**src/rtl/slave_ram_arb_pkg.sv**
```systemverilog
// Shared types and constants for the slave register RAM arbiter.
// No logic lives here. Every file that uses these names imports the package.
package slave_ram_arb_pkg;

    localparam int DEF_ADDR_W = 5;
    localparam int DEF_DATA_W = 8;

    typedef enum logic [1:0] {
        ST_IDLE     = 2'd0,
        ST_ACCESS   = 2'd1,
        ST_COMPLETE = 2'd2
    } state_e;

    localparam logic REQ_A = 1'b0;
    localparam logic REQ_B = 1'b1;

endpackage

```
**src/rtl/slave_ram_arbiter.sv**
```systemverilog
// Purpose: shares the single 32x8 register RAM port between the I2C engine (A) and LCD/menu (B); optional A write-protect via SLAVE_RAM_ARB_WPROT_EN.
// Latency: request sampled on edge 0, gnt in cycle 1, rvalid in cycle 3; one access per 3 cycles.
// Backpressure: req is held until gnt; A has priority, but B wins after STARVE_MAX consecutive A grants while B is waiting.
module slave_ram_arbiter
    import slave_ram_arb_pkg::*;
#(
    parameter int ADDR_W     = DEF_ADDR_W,
    parameter int DATA_W     = DEF_DATA_W,
    parameter int STARVE_MAX = 4
) (
    input  logic              clk,
    input  logic              reset,
    input  logic              a_req,
    input  logic              a_we,
    input  logic [ADDR_W-1:0] a_addr,
    input  logic [DATA_W-1:0] a_wdata,
    output logic              a_gnt,
    output logic [DATA_W-1:0] a_rdata,
    output logic              a_rvalid,
    input  logic              b_req,
    input  logic              b_we,
    input  logic [ADDR_W-1:0] b_addr,
    input  logic [DATA_W-1:0] b_wdata,
    output logic              b_gnt,
    output logic [DATA_W-1:0] b_rdata,
    output logic              b_rvalid,
`ifdef SLAVE_RAM_ARB_WPROT_EN
    input  logic [31:0]       wprot_mask,
    output logic              a_wprot_hit,
`endif
    output logic [ADDR_W-1:0] ram_addr,
    output logic [DATA_W-1:0] ram_din,
    output logic              ram_w,
    input  logic [DATA_W-1:0] ram_dout
);

    localparam logic [3:0] STARVE_LIM = STARVE_MAX[3:0];

    state_e              state_q, state_d;
    logic                owner_q, owner_d;
    logic                op_we_q, op_we_d;
    logic [3:0]          starve_q, starve_d;
    logic [ADDR_W-1:0]   ram_addr_q, ram_addr_d;
    logic [DATA_W-1:0]   ram_din_q, ram_din_d;
    logic                ram_w_q, ram_w_d;
    logic                a_gnt_q, a_gnt_d;
    logic                b_gnt_q, b_gnt_d;
    logic                a_rvalid_q, a_rvalid_d;
    logic                b_rvalid_q, b_rvalid_d;
    logic [DATA_W-1:0]   a_rdata_q, a_rdata_d;
    logic [DATA_W-1:0]   b_rdata_q, b_rdata_d;

    logic                pick_b;
    logic                grant_a;
    logic                grant_b;
    logic                a_blocked;

    // B wins contention only once A has used up its starvation allowance.
    assign pick_b  = b_req && (!a_req || (starve_q == STARVE_LIM));
    assign grant_b = (state_q == ST_IDLE) && pick_b;
    assign grant_a = (state_q == ST_IDLE) && a_req && !pick_b;

`ifdef SLAVE_RAM_ARB_WPROT_EN
    logic wprot_hit_q, wprot_hit_d;

    assign a_blocked   = wprot_mask[a_addr];
    assign a_wprot_hit = wprot_hit_q;

    always_comb begin
        wprot_hit_d = grant_a && a_we && a_blocked;
    end

    always_ff @(posedge clk or negedge reset) begin
        if (!reset) begin
            wprot_hit_q <= 1'b0;
        end else begin
            wprot_hit_q <= wprot_hit_d;
        end
    end
`else
    assign a_blocked = 1'b0;
`endif

    always_comb begin
        state_d    = state_q;
        owner_d    = owner_q;
        op_we_d    = op_we_q;
        starve_d   = starve_q;
        ram_addr_d = ram_addr_q;
        ram_din_d  = ram_din_q;
        ram_w_d    = 1'b0;
        a_gnt_d    = 1'b0;
        b_gnt_d    = 1'b0;
        a_rvalid_d = 1'b0;
        b_rvalid_d = 1'b0;
        a_rdata_d  = a_rdata_q;
        b_rdata_d  = b_rdata_q;

        case (state_q)
            ST_IDLE: begin
                if (grant_b || !b_req) begin
                    starve_d = '0;
                end else if (grant_a && (starve_q != STARVE_LIM)) begin
                    starve_d = starve_q + 4'd1;
                end

                if (grant_b) begin
                    state_d    = ST_ACCESS;
                    owner_d    = REQ_B;
                    op_we_d    = b_we;
                    ram_addr_d = b_addr;
                    ram_din_d  = b_wdata;
                    ram_w_d    = b_we;
                    b_gnt_d    = 1'b1;
                end else if (grant_a) begin
                    state_d    = ST_ACCESS;
                    owner_d    = REQ_A;
                    op_we_d    = a_we;
                    ram_addr_d = a_addr;
                    ram_din_d  = a_wdata;
                    ram_w_d    = a_we && !a_blocked;
                    a_gnt_d    = 1'b1;
                end
            end

            ST_ACCESS: begin
                state_d = ST_COMPLETE;
            end

            ST_COMPLETE: begin
                // ram_dout now reflects the address presented during ACCESS.
                state_d = ST_IDLE;
                if (!op_we_q) begin
                    if (owner_q == REQ_A) begin
                        a_rdata_d  = ram_dout;
                        a_rvalid_d = 1'b1;
                    end else begin
                        b_rdata_d  = ram_dout;
                        b_rvalid_d = 1'b1;
                    end
                end
            end

            default: begin
                state_d = ST_IDLE;
            end
        endcase
    end

    always_ff @(posedge clk or negedge reset) begin
        if (!reset) begin
            state_q    <= ST_IDLE;
            owner_q    <= REQ_A;
            op_we_q    <= 1'b0;
            starve_q   <= '0;
            ram_addr_q <= '0;
            ram_din_q  <= '0;
            ram_w_q    <= 1'b0;
            a_gnt_q    <= 1'b0;
            b_gnt_q    <= 1'b0;
            a_rvalid_q <= 1'b0;
            b_rvalid_q <= 1'b0;
            a_rdata_q  <= '0;
            b_rdata_q  <= '0;
        end else begin
            state_q    <= state_d;
            owner_q    <= owner_d;
            op_we_q    <= op_we_d;
            starve_q   <= starve_d;
            ram_addr_q <= ram_addr_d;
            ram_din_q  <= ram_din_d;
            ram_w_q    <= ram_w_d;
            a_gnt_q    <= a_gnt_d;
            b_gnt_q    <= b_gnt_d;
            a_rvalid_q <= a_rvalid_d;
            b_rvalid_q <= b_rvalid_d;
            a_rdata_q  <= a_rdata_d;
            b_rdata_q  <= b_rdata_d;
        end
    end

    assign a_gnt    = a_gnt_q;
    assign b_gnt    = b_gnt_q;
    assign a_rvalid = a_rvalid_q;
    assign b_rvalid = b_rvalid_q;
    assign a_rdata  = a_rdata_q;
    assign b_rdata  = b_rdata_q;
    assign ram_addr = ram_addr_q;
    assign ram_din  = ram_din_q;
    assign ram_w    = ram_w_q;

endmodule

```
**config.mk**
```make
export PLATFORM = sky130hd
export DESIGN_NAME = slave_ram_arbiter
export DESIGN_NICKNAME = d
export VERILOG_FILES = /design/src/rtl/slave_ram_arb_pkg.sv /design/src/rtl/slave_ram_arbiter.sv
export SDC_FILE = /design/constraint.sdc
export NUM_CORES = 1
export LEC_CHECK = 0
export ABC_AREA = 1
export CAP_MARGIN = 20
export CORE_MARGIN = 8
export CORE_UTILIZATION = 55
export DETAILED_ROUTE_END_ITERATION = 8
export DONT_BUFFER_PORTS = 1
export GPL_ROUTABILITY_DRIVEN = 0
export PLACE_DENSITY = 0.75
export SYNTH_ARGS = -nofsm -noshare
export SYNTH_HDL_FRONTEND = slang
export SYNTH_SLANG_ARGS = --single-unit
```
**constraint.sdc**
```tcl
create_clock -name clk -period 1.22 [get_ports clk]
set_clock_uncertainty 0.05 [all_clocks]
set_input_delay 0.183 -clock clk [delete_from_list [all_inputs] [get_ports clk]]
set_output_delay 0.183 -clock clk [all_outputs]
set_load 0.05 [all_outputs]
```
* Yosys cells after proc, flatten, opt, wreduce, memory -nomap -nowiden
Index checks and enable logic that the tools add are counted.
** Storage, ports and cells
- Bits of input ports :: 40
- Bits in registers :: 42
- Logic and storage cells :: 65
- Memories kept :: 0
- Memory bits (writable) :: 0
- Output and inout port bits :: 34
- Memory bits (read-only) :: 0
- Bits in latches :: 0
** Cells by class
- Bitwise operators :: 2
- $mul :: 0
- Eq/ne operators :: 5
- Order comparisons :: 0
- Mux-type cells :: 27
- Divide/modulo/power cells :: 0
- Reduce and logical (&&, ||, !) cells :: 17
- Add/subtract/negate cells :: 1
- Shift-type cells :: 0
** Operators by type and width (number)
- two-way mux 1 bit :: 18
- two-way mux 8 bit :: 2
- two-way mux 5 bit :: 2
- two-way mux 4 bit :: 2
- AND reduction 3 bit :: 2
- logical AND 1 bit :: 5
- adder 4 x 1 -> 4 bit, second input constant :: 1
- == test 4 x 3 -> 1 bit, second input constant :: 1
- two-way mux 2 bit :: 2
- != test 4 x 3 -> 1 bit, second input constant :: 1
- case mux 2 bit (2 select lines) :: 1
- AND reduction 2 bit :: 2
- nonzero test 2 bit :: 2
- logical NOT 1 bit :: 3
- != test 3 bit, second input constant :: 1
- == test 2 x 1 -> 1 bit, second input constant :: 1
- == test 2 bit, second input constant :: 1
- logical NOT 2 bit :: 1
- logical OR 1 bit :: 2
- inverter 1 bit :: 2

* Logic depth before layout (Yosys ltp)
Gate-level depths: netlist of the first run.
- Depth after elaboration :: 8
- Gate-level depth with buffers :: 9

* Worst setup path before layout of the first run
No wires, ideal clock.
- Kind :: reg-to-reg
- Start point :: register starve_q[0]
- End point :: register ram_addr_q[2] (netlist: ram_addr[2])
- Data required time :: 1052 ps
- Slack :: -110 ps
- Stages on the path, launching flop included :: 9
- Clock period less this slack :: 1330 ps
- Arrival :: 1163 ps
- Library setup time :: 118 ps
- Cells stage by stage :: dfrtp_1 inv_1 ha_1 nand3_1 nand2_2 buf_4 nand4_1 nand2_1 nand2_1
** On the way
- Cells in the longest elaborated chain, start to end :: 7
** RTL lines
- start: declaration :: line slave_ram_arbiter.sv:42 : logic [3:0] starve_q, starve_d;
- start signal: assignment :: line slave_ram_arbiter.sv:169 : starve_q <= starve_d;
- == test 4 x 3 -> 1 bit (*) :: line slave_ram_arbiter.sv:59 : assign pick_b = b_req && (!a_req || (starve_q == STARVE_LIM));
- logical OR 1 bit (*) :: line slave_ram_arbiter.sv:59
- logical AND 1 bit (*) :: line slave_ram_arbiter.sv:59
- logical NOT 1 bit :: line slave_ram_arbiter.sv:61 : assign grant_a = (state_q == ST_IDLE) && a_req && !pick_b;
- logical AND 1 bit :: line slave_ram_arbiter.sv:61
- nonzero test 2 bit (no source line)
- AND reduction 2 bit (no source line)
- end signal: assignment :: line slave_ram_arbiter.sv:170 : ram_addr_q <= ram_addr_d;
- end: declaration :: line slave_ram_arbiter.sv:43 : logic [ADDR_W-1:0] ram_addr_q, ram_addr_d;
Mark *: on every way between the ends. The rest lies on a longest branch, timed or not.
A chain may end at the register's enable or synchronous reset.

* Worst setup path after layout of the first run
- Start point :: register starve_q[1]
- End point :: register ram_w_q (netlist: ram_w)
** On the way
- Cells in the longest elaborated chain, start to end :: 8
** RTL lines
- == test 4 x 3 -> 1 bit (*) :: line slave_ram_arbiter.sv:59
- logical OR 1 bit (*) :: line slave_ram_arbiter.sv:59
- logical AND 1 bit (*) :: line slave_ram_arbiter.sv:59
- logical NOT 1 bit :: line slave_ram_arbiter.sv:61
- logical AND 1 bit :: line slave_ram_arbiter.sv:61
- two-way mux 1 bit :: line slave_ram_arbiter.sv:115 : end else if (grant_a) begin
- two-way mux 1 bit (*) :: line slave_ram_arbiter.sv:107 : if (grant_b) begin
- two-way mux 1 bit (*) :: line slave_ram_arbiter.sv:99 : case (state_q)
- named net ram_w_d :: line slave_ram_arbiter.sv:45 : logic ram_w_q, ram_w_d;
- end signal: assignment :: line slave_ram_arbiter.sv:172 : ram_w_q <= ram_w_d;
- end: declaration :: line slave_ram_arbiter.sv:45
Mark *: on every way through the listed nets, which the timed path passes. The rest lies on a longest branch.

==> results of run 1 <==
synthesized netlist by cell type:
master / number / share of area
nand3_4: 1 / 0.0090
buf_4: 3 / 0.012
inv_1: 30 / 0.058
nand2_2: 1 / 0.0032
a21boi_1: 1 / 0.0039
nand2_4: 1 / 0.0058
nand4_1: 16 / 0.052
buf_6: 3 / 0.017
xor2_1: 2 / 0.0090
ha_1: 2 / 0.013
o211ai_2: 1 / 0.0065
nor2_1: 7 / 0.014
o21ai_0: 17 / 0.044
nor2_4: 1 / 0.0058
nand2_1: 91 / 0.18
dfrtp_1: 42 / 0.54
a21oi_1: 1 / 0.0026
inv_2: 4 / 0.0077
nand3_1: 4 / 0.010
buf_2: 3 / 0.0077
layout by cell type, fill, tap and decap left out, types with 3 or more instances in the layout:
cell type / instances
buf_12: 6
buf_4: 33
buf_6: 12
clkbuf_4: 5
dfrtp_1: 30
dfrtp_2: 12
dlygate4sd3_1: 13
inv_1: 26
inv_2: 6
nand2_1: 89
nand3_4: 3
nand4_1: 16
nor2_1: 7
o21ai_0: 10
o21ai_1: 6
per-stage QoR:
stage          power (uW)  instance area, um2
5_1_grt              8620                2730
6_report             8150                2730
3_5_place_dp         6630                2240
4_1_cts              7570                2570
2_1_floorplan        5400                1950
3_3_place_gp         6520                2240
layer usage:
metal / part of all wire / vias up / track usage
met2: 0.53 / 74 / 0.303
met4: 0.015 / 0 / 0.0512
met3: 0.079 / 8 / 0.0737
met5: 0 / - / 0
met1: 0.38 / 817 / 0.221
li1: - / 849 / -
critical path: stages, from the launching register on:
cell     delay [ps]
dfrtp_1         430
inv_2            80
ha_4            140
nand3_4          80
nand2_8         130
buf_12          120
nand4_1         130
nand2_1         120
repair_timing:
action                                  CTS  global route
gates cloned                              1             1
endpoints found under the setup margin   34            53
endpoints found under the hold margin    78            18
setup buffers                             3            13
gates resized for setup                  24            26
pin swaps                                12            14
worst min-delay path by stage:
stage,startpoint,endpoint,cells after the start
floorplan,reset,a_gnt$_DFF_PN0_,0
global placement,reset,starve_q[2]$_DFFE_PN0P_,0
detailed placement,reset,ram_din[0]$_DFFE_PN0P_,0
CTS,b_req,a_gnt$_DFF_PN0_,1
global route,b_req,a_gnt$_DFF_PN0_,1
finish,b_req,a_gnt$_DFF_PN0_,1
power groups by stage:
stage	sequential (uW)	clock (uW)	combinational, uW
after global routing	3060	779	4780
after CTS	2950	732	3890
after floorplan	4150	0	1260
final	2990	716	4440
after global placement	2910	0	3610
after detailed placement	2930	0	3710
flip-flops by register name (all words and copies together), names as in the netlist:
name / flops
ram_addr: 5
ram_din: 8
state_q: 2
b_rdata: 8
a_rdata: 8
a_rvalid: 1
starve_q: 4
b_gnt: 1
ram_w: 1
owner_q: 1
a_gnt: 1
op_we_q: 1
b_rvalid: 1
cells by family after synthesis:
logic type | after synthesis
adder cells (fa/ha/maj) | 2
XOR/XNOR | 2
flip-flops | 42
buffers and inverters | 43
AO/OA/AOI/OAI | 20
AND/OR/NAND/NOR | 122
area by class of cell:
| type | instances | area, um2 | share of cell area |
|---|---|---|---|
| Timing Repair Buffer | 64 | 633 | 0.232 |
| Clock buffer | 5 | 37.5 | 0.0137 |
| Multi-Input combinational cell | 147 | 781 | 0.286 |
| Clock inverter | 3 | 25.0 | 0.00916 |
| Sequential cell | 42 | 1070 | 0.390 |
| Inverter | 34 | 133 | 0.0485 |
| Tap cell | 46 | 57.6 | 0.0211 |
==> results.py, run 1 <==
metrics = {
    "outcome": {
        "status": "finished, violations left",
        "violations": "negative hold slack, negative setup slack",
    },
    "route": {
        "drt-initial-drc-count": 108,
        "wl_um": 5400,
        "firstDrtPassIters": 5,
        "vias": 1748,
        "wl_per_cell_um": 15.8,
        "routed_via_density": 5.13,
        "ant_nets": 0,
        "drc": 0,
    },
    "power_and_ir_drop": {
        "pwr-share-clk": 0.088,
        "p_leak_uw": 0.00146,
        "vdd_drop_max_mv": 1.86,
        "swShare": 0.517,
        "p_switching_uw": 4210,
        "powerDensity_nw_per_um2": 2980,
        "power_frac_comb": 0.545,
        "power.internal_uw": 3940,
        "pwr-share-seq": 0.367,
    },
    "die": {
        "die_area_um2": 5680,
        "num_rows": 21,
        "fp.dieH_um": 75.3,
        "fp.coreArea_um2": 3360,
        "floorplan.initialDensity": 0.576,
        "pin_count": 74,
        "die_w_um": 75.3,
    },
    "min_path": {
        "hold_path_class": "in -> reg",
    },
    "synthesis": {
        "seq_area_frac_synth": 0.543,
        "synthAdderAreaFrac": 0.0129,
        "synthXorXnorAreaFrac": 0.00904,
        "synth_compound_area_frac": 0.0568,
        "synth_area_um2": 1940,
        "yosysUniqueCellTypes": 20,
        "synth_top_family_by_area": "simple AND/OR/NAND/NOR gates",
        "synthMuxAreaShare": 0,
        "postSynthRegisterBits": 42,
        "synth_area_per_cell_um2": 8.38,
        "yosysWarningCount": 0,
        "netlist_instances": 231,
        "syn-num-nets": 273,
        "synth_simple_gate_area_frac": 0.276,
    },
    "worst_setup_path": {
        "endpoint": "ram_w$_DFF_PN0_",
        "r2r-end": "ram_w$_DFF_PN0_",
        "reg2regPathDepth": 7,
        "cp.arrival_ps": 1590,
        "startpoint": "starve_q[1]$_DFFE_PN0P_",
        "r2r-start": "starve_q[1]$_DFFE_PN0P_",
        "path_class": "reg -> reg",
        "cp-start-kind": "register",
        "end_kind": "register",
        "rrSetupSlack_ps": -130,
        "critPathMaxFanout": 6,
        "required_ps": 1460,
    },
    "layout": {
        "syn_to_final_growth_pct": 41.1,
        "fill_cells": 210,
        "nets": 336,
        "finalNonFillerCells": 341,
        "finalCoreUtilization": 0.813,
        "drive_gt1_frac": 0.315,
        "diodes": 0,
    },
    "cts": {
        "cts_tree": "yes",
        "cts_sinks": 42,
        "htreeDepth": 2,
        "clk_pin_slew_worst_paths_ps": 130,
        "numCtsBuffers": 5,
        "clockBufferDepth": 2,
        "cts-root-buf": "clkbuf_4",
        "clk_latency_ps": 360,
        "postCtsHoldBufs": 14,
    },
    "sta": {
        "period_needed_ps": 1350,
        "fin_setup_tns_ps": -1790,
        "hold_ws_ps": -168,
        "hold_viol_final": 22,
        "finalSetupViolations": 19,
        "period_share": 1.11,
        "rsz0062_at_grt": "yes",
        "max_freq_mhz": 741,
        "tightest_slew_ps": 475,
        "slew_viol_final": 0,
        "slew-limit-headroom": 0.682,
        "worst_slack_ps": -129,
    },
    "placed_design": {
        "port_buffers": 0,
        "hpwl_um": 3370,
        "dp.cells": 302,
        "place_ws_ps": -152,
    },
    "global_routing": {
        "grt_max_degree": 43,
        "grt_overflow": 0,
        "grt_usage": 0.185,
        "antenna_found_initial": 0,
        "grt_pass1_vias": 1708,
        "grt_first_pass_wirelength_um": 7850,
    },
    "flow_run": {
        "drv_cap": 0,
    },
}
No activity file was read; power rests on OpenSTA's default activity.
==> run 2, diff against run 1 <==
--- a/config.mk
+++ b/config.mk
@@ -12,7 +12,9 @@
 export DETAILED_ROUTE_END_ITERATION = 8
 export DONT_BUFFER_PORTS = 1
 export GPL_ROUTABILITY_DRIVEN = 0
-export PLACE_DENSITY = 0.75
+export GPL_TIMING_DRIVEN = 0
+export PLACE_DENSITY = 0.72
+export SETUP_SLACK_MARGIN = 0.2
 export SYNTH_ARGS = -nofsm -noshare
 export SYNTH_HDL_FRONTEND = slang
 export SYNTH_SLANG_ARGS = --single-unit
==> results.py, run 2 (same netlist as run 1, synthesis figures left out) <==
metrics = {
    "die": {
        "die_w_um": 75.3,
        "num_rows": 21,
        "fp.dieH_um": 75.3,
        "pin_count": 74,
        "floorplan.initialDensity": 0.576,
        "die_area_um2": 5680,
        "fp.coreArea_um2": 3360,
    },
    "placed_design": {
        "hpwl_um": 3130,
        "place_ws_ps": -203,
        "port_buffers": 0,
    },
    "route": {
        "routed_via_density": 5.48,
        "wl_um": 6630,
        "drt-initial-drc-count": 108,
        "ant_nets": 0,
        "vias": 1892,
        "firstDrtPassIters": 4,
        "wl_per_cell_um": 19.2,
        "drc": 0,
    },
    "cts": {
        "numCtsBuffers": 5,
        "cts_sinks": 42,
        "htreeDepth": 2,
        "postCtsHoldBufs": 36,
        "clockBufferDepth": 2,
        "cts-root-buf": "clkbuf_4",
        "cts_tree": "yes",
        "clk_latency_ps": 360,
        "clk_pin_slew_worst_paths_ps": 140,
    },
    "flow_run": {
        "drv_cap": 0,
    },
    "worst_setup_path": {
        "path_class": "reg -> reg",
        "cp_num_buf_inv": 2,
        "cp.arrival_ps": 1660,
        "critical-path-max-stage-delay_ps": 410,
        "cp-start-kind": "register",
        "cp_top_family": "simple AND/OR/NAND/NOR gates",
        "end_kind": "register",
        "required_ps": 1480,
        "worstPathCellList": "inv_2 > ha_4 > nand3_4 > nand2_8 > nand3_4 > buf_6 > nand2_2 > nand2_1 > nand2_1",
        "rrSetupSlack_ps": -180,
        "cp_slowest_cell": "dfrtp_1",
        "critPathMaxFanout": 7,
    },
    "power_and_ir_drop": {
        "swShare": 0.526,
        "pwr-share-seq": 0.518,
        "power_frac_comb": 0.349,
        "p_leak_uw": 0.00149,
        "pwr-share-clk": 0.133,
        "power.internal_uw": 4080,
        "powerDensity_nw_per_um2": 2870,
        "vdd_drop_max_mv": 1.88,
        "p_switching_uw": 4530,
    },
    "layout": {
        "syn_to_final_growth_pct": 54.6,
        "ff_latch_area_um2": 1080,
        "layout_common_cells": "nand2_1, dlygate4sd3_1, dfrtp_2",
        "diodes": 0,
        "fill_cells": 144,
        "multi_input_area_um2": 937,
        "drive_gt1_frac": 0.435,
        "layout_commonest_cell": "nand2_1",
        "nets": 340,
    },
    "outcome": {
        "status": "finished, violations left",
        "violations": "negative hold slack, negative setup slack",
    },
    "global_routing": {
        "grt_pass1_vias": 1879,
        "grt_usage": 0.210,
        "grt_max_degree": 43,
        "antenna_found_initial": 0,
        "grt_overflow": 0,
        "grt_first_pass_wirelength_um": 9050,
    },
    "sta": {
        "hold_viol_final": 42,
        "slew_viol_final": 0,
        "max_freq_mhz": 715,
        "finalSetupViolations": 33,
        "rsz0062_at_grt": "yes",
        "period_share": 1.15,
        "tightest_slew_ps": 526,
        "fin_setup_tns_ps": -3140,
        "worst_slack_ps": -178,
        "slew-limit-headroom": 0.649,
        "hold_ws_ps": -561,
        "period_needed_ps": 1400,
    },
    "min_path": {
        "hold_path_class": "in -> async",
    },
}
run 2: cell count changes in the layout (fill, tap and decap cells not counted), moves of 8 or more:
cell / before / now
dlygate4sd3_1: 13 / 36
o21ai_2: 1 / 16
nand2_1: 89 / 69
dfrtp_1: 30 / 17
nand2_2: 2 / 14
buf_4: 33 / 14
nand2_4: 1 / 9
o21ai_0: 10 / 0
dfrtp_2: 12 / 25
run 2: per-layer routing:
metal  vias up  track usage  wire [um]
met5         -            0          0
met4         0       0.0896        196
met3        21       0.0750        501
met2        98        0.364       3560
met1       913        0.227       2380
li1        860            -          -
run 2: final cells by class:
class                           instances  share of cell area
Multi-Input combinational cell        146               0.313
Buffer                                  9              0.0305
Clock buffer                            5              0.0125
Sequential cell                        42               0.361
Tap cell                               46              0.0192
Timing Repair Buffer                   60               0.195
Clock inverter                          3              0.0230
Inverter                               34              0.0451
run 2: worst reg2reg max path, cell delays in order, from the launching register on:
cell,delay (ps)
dfrtp_1,410
inv_2,90
ha_4,140
nand3_4,80
nand2_8,110
nand3_4,130
buf_6,170
nand2_2,50
nand2_1,50
nand2_1,70
run 2: per-stage QoR:
step,area (um2),power [uW],cells,utilization
after global routing,2990,8960,345,0.890
after floorplan,1960,5470,231,-
after global placement,2020,5850,277,0.600
final,2990,8610,345,0.890
after CTS,2720,7640,334,0.809
after detailed placement,2020,5900,277,0.600
run 2: power by group through the flow:
stage / logic (uW) / clock network, uW / registers [uW]
detailed placement: 1600 / 0 / 4300
finish: 3000 / 1150 / 4460
global placement: 1560 / 0 / 4290
CTS: 2140 / 1130 / 4370
floorplan: 1310 / 0 / 4150
global route: 3240 / 1200 / 4520
run 2: path summary, 6_finish.rpt:
check                                         from                     end  cells after the start
hold reg to reg             state_q[1]$_DFFE_PN0P_  state_q[1]$_DFFE_PN0P_                      1
max in group asynchronous                    reset  b_rdata[1]$_DFFE_PN0P_                      0
setup reg to reg           starve_q[0]$_DFFE_PN0P_  ram_din[0]$_DFFE_PN0P_                      9
hold / removal                               reset  a_rdata[3]$_DFFE_PN0P_                      0
min in group clk                             b_req     op_we_q$_DFFE_PN0P_                      3
setup / recovery           starve_q[0]$_DFFE_PN0P_  ram_din[0]$_DFFE_PN0P_                      9
run 2: what timing repair did:
action / 4_1_cts / 5_1_grt
pin swaps: 7 / 8
buffers inserted: 10 / 9
hold endpoints to repair: 73 / 42
cloned: 3 / 2
gates resized for setup: 59 / 54
setup endpoints to repair: 75 / 75
